<file path="src/rtl/aipp_power_gate_sequencer.sv">
// ALU power-gate sequencer: arbitrates N command-processor requesters and walks each
// token-backed grant through ramp, leased dispatch, drain and a guard off-time.
module aipp_power_gate_sequencer #(
    parameter int N_REQ        = 4,
    parameter int RAMP_CYCLES  = 4,
    parameter int DRAIN_CYCLES = 2,
    parameter int GUARD_CYCLES = 3
) (
    input  logic              clk,
    input  logic              rst_n,
    input  logic              tok_load,
    input  logic [127:0]      tok_data,
    input  logic [N_REQ-1:0]  req,
    input  logic [N_REQ-1:0]  done,
    output logic [N_REQ-1:0]  grant,
    output logic              alu_power_enable,
    output logic              dispatch_ready,
    output logic              tok_avail,
    output logic              lease_expired,
    output logic              busy
);

    localparam int IDX_W  = (N_REQ > 1) ? $clog2(N_REQ) : 1;
    localparam int MAX_RD = (RAMP_CYCLES > DRAIN_CYCLES) ? RAMP_CYCLES : DRAIN_CYCLES;
    localparam int MAX_PH = (MAX_RD > GUARD_CYCLES) ? MAX_RD : GUARD_CYCLES;
    localparam int PH_W   = (MAX_PH > 1) ? $clog2(MAX_PH) : 1;

    localparam logic [PH_W-1:0]  RAMP_LAST  = PH_W'(RAMP_CYCLES - 1);
    localparam logic [PH_W-1:0]  DRAIN_LAST = PH_W'(DRAIN_CYCLES - 1);
    localparam logic [PH_W-1:0]  GUARD_LAST = PH_W'(GUARD_CYCLES - 1);
    localparam logic [IDX_W-1:0] LAST_IDX   = IDX_W'(N_REQ - 1);

    if (N_REQ < 2 || N_REQ > 8) begin : g_bad_n_req
        $error("aipp_power_gate_sequencer: N_REQ must be 2..8");
    end
    if (RAMP_CYCLES < 1 || DRAIN_CYCLES < 1 || GUARD_CYCLES < 1) begin : g_bad_phase
        $error("aipp_power_gate_sequencer: phase lengths must be >= 1");
    end

    typedef enum logic [2:0] {
        IDLE   = 3'd0,
        RAMP   = 3'd1,
        ACTIVE = 3'd2,
        DRAIN  = 3'd3,
        GUARD  = 3'd4
    } state_t;

    state_t            state;
    logic [15:0]       tok_lease;
    logic [15:0]       lease_cnt;
    logic [PH_W-1:0]   phase_cnt;
    logic [IDX_W-1:0]  rr_ptr;
    logic [IDX_W-1:0]  winner;
    logic [IDX_W-1:0]  rr_next;
    logic              tok_ok;
    logic              owner_req;
    logic              owner_done;
    logic              grant_fire;
    logic              unused_tok_hi;

    // Round-robin search: first set bit at or above ptr, wrapping past N_REQ-1.
    function automatic logic [IDX_W-1:0] pick_winner(input logic [N_REQ-1:0] r,
                                                     input logic [IDX_W-1:0] ptr);
        logic [IDX_W:0]   sum;
        logic [IDX_W-1:0] idx;
        logic [IDX_W-1:0] w;
        logic             found;
        w     = ptr;
        found = 1'b0;
        for (int i = 0; i < N_REQ; i++) begin
            sum = {1'b0, ptr} + (IDX_W+1)'(i);
            if (sum >= (IDX_W+1)'(N_REQ)) begin
                sum = sum - (IDX_W+1)'(N_REQ);
            end
            idx = sum[IDX_W-1:0];
            if (!found && r[idx]) begin
                w     = idx;
                found = 1'b1;
            end
        end
        return w;
    endfunction

    assign unused_tok_hi = ^tok_data[127:80];
    assign tok_ok        = tok_load && (tok_data[63:0] != 64'd0) && (tok_data[79:64] != 16'd0);
    assign owner_req     = |(req & grant);
    assign owner_done    = |(done & grant);
    assign grant_fire    = (state == IDLE) && (|req) && tok_avail;
    assign winner        = pick_winner(req, rr_ptr);
    assign rr_next       = (winner == LAST_IDX) ? '0 : winner + 1'b1;
    assign busy          = (state != IDLE);

    // A coincident valid load wins over consumption, so the fresh token survives a grant.
    always_ff @(posedge clk or negedge rst_n) begin
        if (!rst_n) begin
            tok_avail <= 1'b0;
            tok_lease <= 16'd0;
        end else if (tok_ok) begin
            tok_avail <= 1'b1;
            tok_lease <= tok_data[79:64];
        end else if (grant_fire) begin
            tok_avail <= 1'b0;
        end
    end

    always_ff @(posedge clk or negedge rst_n) begin
        if (!rst_n) begin
            state            <= IDLE;
            grant            <= '0;
            alu_power_enable <= 1'b0;
            dispatch_ready   <= 1'b0;
            lease_expired    <= 1'b0;
            lease_cnt        <= 16'd0;
            phase_cnt        <= '0;
            rr_ptr           <= '0;
        end else begin
            lease_expired <= 1'b0;
            case (state)
                IDLE: begin
                    if (grant_fire) begin
                        grant            <= N_REQ'(1) << winner;
                        alu_power_enable <= 1'b1;
                        lease_cnt        <= tok_lease;
                        rr_ptr           <= rr_next;
                        phase_cnt        <= '0;
                        state            <= RAMP;
                    end
                end
                RAMP: begin
                    if (!owner_req) begin
                        phase_cnt <= '0;
                        state     <= DRAIN;
                    end else if (phase_cnt == RAMP_LAST) begin
                        phase_cnt      <= '0;
                        dispatch_ready <= 1'b1;
                        state          <= ACTIVE;
                    end else begin
                        phase_cnt <= phase_cnt + 1'b1;
                    end
                end
                ACTIVE: begin
                    // Owner completion or withdrawal takes priority over the expiry pulse.
                    lease_cnt <= lease_cnt - 16'd1;
                    if (owner_done || !owner_req) begin
                        dispatch_ready <= 1'b0;
                        phase_cnt      <= '0;
                        state          <= DRAIN;
                    end else if (lease_cnt == 16'd1) begin
                        dispatch_ready <= 1'b0;
                        lease_expired  <= 1'b1;
                        phase_cnt      <= '0;
                        state          <= DRAIN;
                    end
                end
                DRAIN: begin
                    if (phase_cnt == DRAIN_LAST) begin
                        alu_power_enable <= 1'b0;
                        grant            <= '0;
                        phase_cnt        <= '0;
                        state            <= GUARD;
                    end else begin
                        phase_cnt <= phase_cnt + 1'b1;
                    end
                end
                GUARD: begin
                    if (phase_cnt == GUARD_LAST) begin
                        phase_cnt <= '0;
                        state     <= IDLE;
                    end else begin
                        phase_cnt <= phase_cnt + 1'b1;
                    end
                end
                default: begin
                    state <= IDLE;
                end
            endcase
        end
    end

    a_ready_needs_power: assert property (@(posedge clk) disable iff (!rst_n)
        dispatch_ready |-> (alu_power_enable && $onehot(grant)));
    a_grant_onehot0: assert property (@(posedge clk) disable iff (!rst_n)
        $onehot0(grant));
    a_power_needs_owner: assert property (@(posedge clk) disable iff (!rst_n)
        alu_power_enable |-> (grant != '0));

endmodule

</file>
<file path="config.mk">
export PLATFORM = sky130hd
export DESIGN_NAME = aipp_power_gate_sequencer
export DESIGN_NICKNAME = d
export VERILOG_FILES = /design/src/rtl/aipp_power_gate_sequencer.sv
export SDC_FILE = /design/constraint.sdc
export NUM_CORES = 1
export LEC_CHECK = 0
export CAP_MARGIN = 40
export CELL_PAD_IN_SITES_DETAIL_PLACEMENT = 0
export CELL_PAD_IN_SITES_GLOBAL_PLACEMENT = 1
export CORE_MARGIN = 2
export CORE_UTILIZATION = 28
export CTS_CLUSTER_DIAMETER = 200
export DETAILED_ROUTE_END_ITERATION = 12
export PLACE_DENSITY = 0.8
export SYNTH_ARGS = -nofsm -noshare
export SYNTH_HDL_FRONTEND = slang
export SYNTH_SLANG_ARGS = --single-unit
</file>
<file path="constraint.sdc">
create_clock -name clk -period 2.3 [get_ports clk]
set_input_delay 0.46 -clock clk [delete_from_list [all_inputs] [get_ports clk]]
set_output_delay 0.46 -clock clk [all_outputs]
set_load 0.02 [all_outputs]
</file>
=== Word-level counts from Yosys, hierarchy flattened ===
Cells that the tools add are included.

* Register bits: 47
* Output and inout port bits: 9
* Logic and storage cells: 131
* Input port bits: 139

* Reduce and logical (&&, ||, !) cells: 30
* Add/sub/neg operators: 10
* Equal/unequal tests: 16
* $lt $le $gt $ge: 8
* Muxes and demuxes: 54
* Bitwise logic cells: 2
* Shifts and indexed selects: 1

{| class="wikitable"
|+ Operator list
! operator !! count
|-
| $reduce_bool 64->1 || 1
|-
| $mux 2 || 16
|-
| $pmux 16 s2 || 1
|-
| $mux 3 || 7
|-
| $mux 1 || 18
|-
| $eq 16x1->1 const B || 1
|-
| $mux 16 || 1
|-
| $reduce_bool 16->1 || 1
|-
| $sub 16x1->16 const B || 1
|-
| $pmux 3 s5 || 1
|-
| $lt 2x3->1 const B || 4
|-
| $reduce_or 4->1 || 3
|-
| $ne 2x2->1 const B || 5
|-
| $pmux 2 s5 || 1
|-
| $ge 3x3->1 const B || 3
|-
| $and 4x4->4 || 2
|-
| $bmux 1 s2 || 4
|-
| $mux 4 || 2
|-
| $pmux 4 s2 || 1
|-
| $reduce_bool 2->1 || 4
|-
| $sub 2x1->2 const B || 4
|-
| $logic_and 1x1->1 || 7
|-
| $add 2x2->3 const B || 2
|-
| $eq 2x2->1 const B || 3
|-
| 19 further kinds || 28
|}

=== Depth between registers and ports, before layout ===
Gate-level depths: netlist (run 1).

* Word-level depth: 17
* Mapped depth: 8

=== Least setup slack after synthesis (run 1) ===
No wires, ideal clock.

* Path type: input -> register
* Start point: input tok_data[52]
* End point: register tok_lease[10]
* Setup time: 125 ps
* Slack: 454 ps
* Stages on the path: 6
* Required time: 2175 ps
* Data arrival time: 1721 ps
* Path buffers: 1
* Cell sequence: nor4_1 nand4_1 nor4_1 nor2_1 buf_2 mux2_2

* Longest elaborated chain between the ends: 3

{| class="wikitable"
|+ Ends and longest elaborated chain
! item !! RTL line !! text
|-
| from (decl) || 12 || <nowiki>input logic [127:0] tok_data,</nowiki>
|-
| $reduce_bool 64->1 || 85 || <nowiki>assign tok_ok = tok_load && (tok_data[63:0] != 64'd0) && (tok_data[79:64] != 16'd0);</nowiki>
|-
| $logic_and 1x1->1 (2 in a row) || 85 ||
|-
| to (signal assigned) || 100 || <nowiki>tok_lease <= tok_data[79:64];</nowiki>
|-
| to (decl) || 49 || <nowiki>logic [15:0] tok_lease;</nowiki>
|}

No other way between the ends.
A chain may end at the register's enable or synchronous reset.

=== Final worst setup path (run 1) ===
* Start point: input tok_data[1]
* End point: register tok_lease[0]

The elaborated chain is that of the path after synthesis.

==> results of run 1 <==
[registers in the layout, indices dropped and copies added (netlist names)]
register / cells
tok_avail: 1
state: 3
dispatch_ready: 1
phase_cnt: 2
tok_lease: 16
alu_power_enable: 1
grant: 4
rr_ptr: 2
lease_expired: 1
lease_cnt: 16
[path summary, 6_finish.rpt]
check,from,end,slack (ns),cells past startpoint
setup reg to reg,lease_cnt[4],phase_cnt[1],0.30,5
setup / recovery,tok_data[1],tok_lease[0],0.25,7
max in group asynchronous,rst_n,tok_lease[12],1.23,3
hold / removal,alu_power_enable,alu_power_enable,0.49,2
hold reg to reg,alu_power_enable,alu_power_enable,0.49,2
min in group asynchronous,rst_n,grant[1],0.53,2
[cells in the mapped netlist, types with 5 or more instances]
cell type / count / area share, %
dfrtp_1: 47 / 45
nand2_1: 28 / 4.0
nor2_1: 25 / 3.6
nor4_1: 24 / 5.7
mux2_2: 16 / 6.8
o21ai_0: 14 / 2.7
a21oi_1: 13 / 2.5
nand3_1: 12 / 2.3
ha_1: 10 / 4.7
inv_1: 8 / 1.1
buf_2: 7 / 1.3
nand4_1: 7 / 1.7
a22oi_1: 5 / 1.4
nor2b_1: 5 / 1.2
[cell families (layout without fill, tap and decap cells)]
family                   count (synthesis)  in the layout
AO/OA/AOI/OAI                           61             61
flip-flops                              47             47
buffers and inverters                   19            139
AND/OR/NAND/NOR                        122            122
multiplexers                            16             16
adder cells (fa/ha/maj)                 10             10
[stage by stage]
| stage | power (W) | area (um2) | utilization [%] | setup WS (ns) | setup TNS, ns |
|---|---|---|---|---|---|
| floorplan | 0.00230 | 2640 | - | 0.454 | 0 |
| global placement | 0.00297 | 3880 | 42.2 | -0.0807 | -1.23 |
| detailed placement | 0.00301 | 3880 | 42.2 | -0.0944 | -1.36 |
| CTS | 0.00355 | 3990 | 43.4 | 0.000150 | 0 |
| global route | 0.00382 | 3990 | 43.4 | 0.0941 | 0 |
| finish | 0.00353 | 3990 | 43.4 | 0.247 | 0 |
[what timing repair did]
| action | 4_1_cts | 5_1_grt |
|---|---|---|
| gates resized for setup | 0 | 1 |
| buffers inserted | 0 | 0 |
| hold endpoints to repair | 5 | 0 |
| hold buffers | 1 | 0 |
| setup endpoints to repair | 0 | 1 |
[worst reg2reg max path, stage by stage (launching register included)]
cell and delay (ns):
dfrtp_1 0.44, or3_1 0.50, nor3_4 0.17, and4_1 0.27, o221ai_2 0.14, a221o_1 0.36
[per-layer routing]
layer	wire, um	part of all wire [%]	track usage, %
met1	3410	46	20.0
met2	3680	49	25.7
met3	275	3.7	3.26
met4	118	1.6	3.95
met5	0	0	0
[power by group through the flow]
stage	combinational (W)	clock (W)	sequential, W
2_1_floorplan	0.000998	0	0.00130
3_3_place_gp	0.00161	0	0.00135
3_5_place_dp	0.00165	0	0.00136
4_1_cts	0.00166	0.000554	0.00134
5_1_grt	0.00183	0.000589	0.00140
6_report	0.00164	0.000537	0.00135
[layout make-up]
class                   count  area, um2
clock inverters             2       13.8
multi-input cells         209       1370
clock buffers               6       82.6
flip-flops and latches     47       1180
well taps                 111        139
fillers                   918       5200
inverters                   8       30.0
repair buffers            123       1180
==> impl_metrics.env, run 1 <==
export IMPL_synth_cell_types=45
export IMPL_diodes=0
export IMPL_io_pins=148
export IMPL_cp_data_arrival_time_ns=2.25
export IMPL_muxShareOfSynthArea_pct=6.83
export IMPL_htree_levels=2
export IMPL_fmax_mhz=487
export IMPL_startpoint_type="primary input"
export IMPL_core_region_area_um2=9200
export IMPL_cts_buffers=5
export IMPL_clock_latency_ns=0.31
export IMPL_start_util_pct=28.7
export IMPL_grt_max_degree=23
export IMPL_seqPwrFrac_pct=38.2
export IMPL_gp_congestion=0.770
export IMPL_endpoint_kind="flop"
export IMPL_die_area_um2=10200
export IMPL_stdcell_count=506
export IMPL_wl_per_cell_um=14.8
export IMPL_overflow=0
export IMPL_fp_dieW_um=101
export IMPL_tightest_slew_ns=0.380
export IMPL_p_clk_share_pct=15.2
export IMPL_clk_pin_slew_ns=0.09
export IMPL_power_switching_share_pct=39.1
export IMPL_maxCapViolCount=0
export IMPL_ys_ff_latch=47
export IMPL_cp_cell_sequence="clkdlybuf4s50_1 > nor4_1 > nand4_1 > nor4_1 > nor2_1 > buf_4 > mux2_2"
export IMPL_pwr_share_comb_pct=46.6
export IMPL_ys_seq_area_share_pct=44.6
export IMPL_finalCritPeriodShare_pct=89.3
export IMPL_viasPerCell=5.06
export IMPL_syn_to_final_growth_pct=51.4
export IMPL_grt_pass1_wl_mm=12.4
export IMPL_p_leak_nw=1.64
export IMPL_grt_pass1_vias=2605
export IMPL_cp_buffers_inverters=2
export IMPL_relSlewSlack_pct=74.5
export IMPL_holdWs_ns=0.485
export IMPL_firstDrtPassIters=4
export IMPL_synth_cells=275
export IMPL_worstPathMaxFanout=8
export IMPL_drive_above_1_share_pct=13.7
export IMPL_drt_iter0_markers=117
export IMPL_drv_slew=0
export IMPL_antenna_found_initial=0
export IMPL_port_buffers=99
export IMPL_synth_edff_count=0
export IMPL_power_density_nw_per_um2=883
export IMPL_p_int_w=0.00215
export IMPL_setup_violations=0
export IMPL_nets=543
export IMPL_die_h_um=101
export IMPL_cts_tree="built"
export IMPL_crit_top_cell="nor4_1"
export IMPL_cts_buffer_depth=2
export IMPL_route_final_wire_length_mm=7.49
export IMPL_synth_simple_area_share_pct=24.3
export IMPL_switchingPower_w=0.00138
export IMPL_layout_min_cycle_time_ns=2.05
export IMPL_rows=35
export IMPL_vias=2562
export IMPL_synthAdderAreaFrac_pct=4.74
export IMPL_yosys_warnings=0
export IMPL_skew_ns=0.0103
export IMPL_synth_compound_area_share_pct=16.0
export IMPL_crit_family="simple AND/OR/NAND/NOR gates"
export IMPL_crit_slowest_cell="clkdlybuf4s50_1"
export IMPL_synth_nets=424
export IMPL_drtAntennaViolNets=0
export IMPL_synth_xor_area_share_pct=0
export IMPL_hpwl_mm=6.19
export IMPL_worstHoldPathType="reg -> reg"
export IMPL_synth_area_um2=2640
export IMPL_peakVddDrop_mv=0.271
export IMPL_post_place_cells=497
export IMPL_final_cell_mix="97 x clkdlybuf4s50_1, 47 x dfrtp_1, 28 x nand2_1, 25 x nor2_1, 24 x nor4_1"
export IMPL_synth_top_family_by_area="simple AND/OR/NAND/NOR gates"
export IMPL_rsz0062_at_grt="no"
export IMPL_ys_flop_type="dfrtp_1"
export IMPL_hold_viol_final=0
export IMPL_outcome="completed"
export IMPL_cts_sinks=47
export IMPL_async_reset_ff_share_pct=100
export IMPL_critPathRequiredTime_ns=2.50
export IMPL_drc=0
export IMPL_final_common_cell="clkdlybuf4s50_1"
export IMPL_clockRootBuffer="clkbuf_8"
export IMPL_worst_setup_path_type="in -> reg"
export IMPL_syn_area_per_cell_um2=9.59
export IMPL_grt_use_total_pct=15.3
export IMPL_slowest_delay_ns=0.42
(Power assumes the default switching activity.)
==> run 2: changes to the inputs <==
--- a/config.mk
+++ b/config.mk
@@ -9,10 +9,10 @@
 export CELL_PAD_IN_SITES_DETAIL_PLACEMENT = 0
 export CELL_PAD_IN_SITES_GLOBAL_PLACEMENT = 1
 export CORE_MARGIN = 2
-export CORE_UTILIZATION = 28
+export CORE_UTILIZATION = 25
 export CTS_CLUSTER_DIAMETER = 200
 export DETAILED_ROUTE_END_ITERATION = 12
-export PLACE_DENSITY = 0.8
+export PLACE_DENSITY = 0.75
 export SYNTH_ARGS = -nofsm -noshare
 export SYNTH_HDL_FRONTEND = slang
 export SYNTH_SLANG_ARGS = --single-unit
==> constraint.sdc (replaced) <==
create_clock -name clk -period 1.7 [get_ports clk]
set_input_delay 0.34 -clock clk [delete_from_list [all_inputs] [get_ports clk]]
set_output_delay 0.34 -clock clk [all_outputs]
set_load 0.02 [all_outputs]
==> run 2 against run 1 <==
  * The flow now finishes with violations (setup timing)
  * First-iteration DRC count up 3.4%
  * Sequential power up 30%
  * Hold slack worse by 0.15 ns
  * Utilization up 2.4 points
  * Clock power up 26%
  * Via count up 10%
  * Flip-flop and latch count unchanged
  * Non-clock buffer count up 48
  * Combinational power up 86%
  * Global-route usage down 0.92 points
  * Cell count up 15%
  * Largest cell class unchanged
  * Register-to-register slack worse by 0.40 ns
  * Largest power group unchanged
  * Critical path type is now reg -> reg
==> impl_metrics.env, run 2 (same netlist as run 1, synthesis figures left out) <==
export IMPL_vias=2825
export IMPL_endpoint_kind="flop"
export IMPL_grt_pass1_vias=2909
export IMPL_route_final_wire_length_mm=8.13
export IMPL_fp_dieW_um=107
export IMPL_viasPerCell=4.86
export IMPL_die_area_um2=11400
export IMPL_skew_ns=0.0123
export IMPL_maxCapViolCount=0
export IMPL_drtAntennaViolNets=0
export IMPL_worst_setup_path_type="reg -> reg"
export IMPL_syn_to_final_growth_pct=78.6
export IMPL_power_total_w=0.00549
export IMPL_cts_buffers=5
export IMPL_cp_data_arrival_time_ns=2.00
export IMPL_start_util_pct=25.7
export IMPL_rows=37
export IMPL_setup_slack_ns=-0.0998
export IMPL_drt_iter0_markers=121
export IMPL_startpoint_type="flop"
export IMPL_antenna_found_initial=0
export IMPL_wl_per_cell_um=14.0
export IMPL_final_cell_mix="57 x buf_4, 47 x dfrtp_1, 26 x nand2_1, 23 x dlymetal6s2s_1"
export IMPL_cts_tree="built"
export IMPL_power_density_nw_per_um2=1170
export IMPL_grt_pass1_wl_mm=13.4
export IMPL_rsz0062_at_grt="yes"
export IMPL_diodes=0
export IMPL_overflow=0
export IMPL_die_h_um=107
export IMPL_grt_use_total_pct=14.4
export IMPL_core_region_area_um2=10300
export IMPL_relSlewSlack_pct=73.6
export IMPL_clockRootBuffer="clkbuf_8"
export IMPL_cts_sinks=47
export IMPL_p_leak_nw=2.25
export IMPL_layout_min_cycle_time_ns=1.80
export IMPL_outcome="finished with violations"
export IMPL_worstPathMaxFanout=2
export IMPL_grt_max_degree=32
export IMPL_gp_congestion=0.863
export IMPL_firstDrtPassIters=4
export IMPL_setup_violations=5
export IMPL_drc=0
export IMPL_final_common_cell="buf_4"
export IMPL_drv_slew=0
export IMPL_finalCritPeriodShare_pct=106
export IMPL_clk_pin_slew_ns=0.09
export IMPL_hold_viol_final=0
export IMPL_tightest_slew_ns=0.396
export IMPL_peakVddDrop_mv=0.500
export IMPL_htree_levels=2
export IMPL_port_buffers=99
export IMPL_nets=593
export IMPL_drive_above_1_share_pct=37.3
export IMPL_clock_latency_ns=0.31
export IMPL_fmax_mhz=556
export IMPL_critPathRequiredTime_ns=1.90
export IMPL_top_regs="lease_cnt x16, tok_lease x16, grant x4"
export IMPL_violations="setup timing"
export IMPL_final_core_util_pct=45.8
export IMPL_io_pins=148
export IMPL_cts_buffer_depth=2
export IMPL_hpwl_mm=6.24
export IMPL_worstHoldPathType="in -> reg"
-- run 2: changes by cell type in the layout (fill, tap and decap cells not counted), moves of 6 or more --
cell,change
clkdlybuf4s50_1,-85
buf_4,+35
dlymetal6s2s_1,+22
clkbuf_2,+21
clkdlybuf4s15_1,+20
dlygate4sd2_1,+20
nor4_1,-20
nor4_2,+14
buf_6,+11
nor2_4,+6
nor4_4,+6
-- run 2: worst paths after layout --
| path | to | depth (start not counted) | start | slack (ns) |
|---|---|---|---|---|
| max | phase_cnt[1] | 5 | lease_cnt[5] | -0.1 |
| min | tok_lease[5] | 2 | tok_data[69] | 0.34 |
| max reg2reg | phase_cnt[1] | 5 | lease_cnt[5] | -0.1 |
| min reg2reg | alu_power_enable | 2 | alu_power_enable | 0.50 |
| max in group asynchronous | grant[3] | 3 | rst_n | 0.70 |
| min in group asynchronous | tok_lease[4] | 2 | rst_n | 0.49 |
-- run 2: per-stage QoR --
step	worst slack (ns)	setup TNS, ns	hold slack (ns)	instances	area, um2
3_3_place_gp	-0.598	-18.69	0.285	558	4230
2_1_floorplan	-0.121	-0.326	0.0444	275	2660
4_1_cts	-0.107	-0.316	0.482	573	4480
6_report	-0.0998	-0.342	0.337	581	4710
3_5_place_dp	-0.660	-19.92	0.292	558	4230
5_1_grt	-0.188	-1.02	0.361	581	4710
-- run 2: worst max-delay path, stage by stage, from the launching register on --
cell      delay (ns)
dfrtp_1         0.39
or3_4           0.42
nor3_4          0.20
and4_4          0.24
o221ai_2        0.11
a221o_1         0.34
-- run 2: final cells by class --
type                       instances  area, um2
multi-input combinational        211       1710
sequential                        47       1180
tap                              136        170
clock inverter                     2       12.5
fill                             987       5570
clock buffer                       6       72.6
inverter                           8       30.0
timing repair buffer             171       1540
-- run 2: what timing repair did --
item                                    in CTS  in global routing
gates cloned                                 2                  0
endpoints found under the hold margin       16                  0
setup buffers                                4                  9
pin swaps                                   32                 39
endpoints found under the setup margin      40                 47
hold buffers                                 1                  0
gates resized for setup                    103                121
-- run 2: report_power, final --
| part | internal, W | switching, W |
|---|---|---|
| clock network | 0.000288 | 0.000387 |
| registers | 0.00146 | 0.000302 |
| logic | 0.00161 | 0.00144 |
-- run 2: layer usage --
layer / vias to the layer above / part of all wire (%) / track usage, %
li1: 1375 / - / -
met1: 1359 / 43 / 17.8
met2: 81 / 52 / 26.3
met3: 10 / 3.8 / 1.22
met4: 0 / 1.6 / 4.55
met5: - / 0 / 0
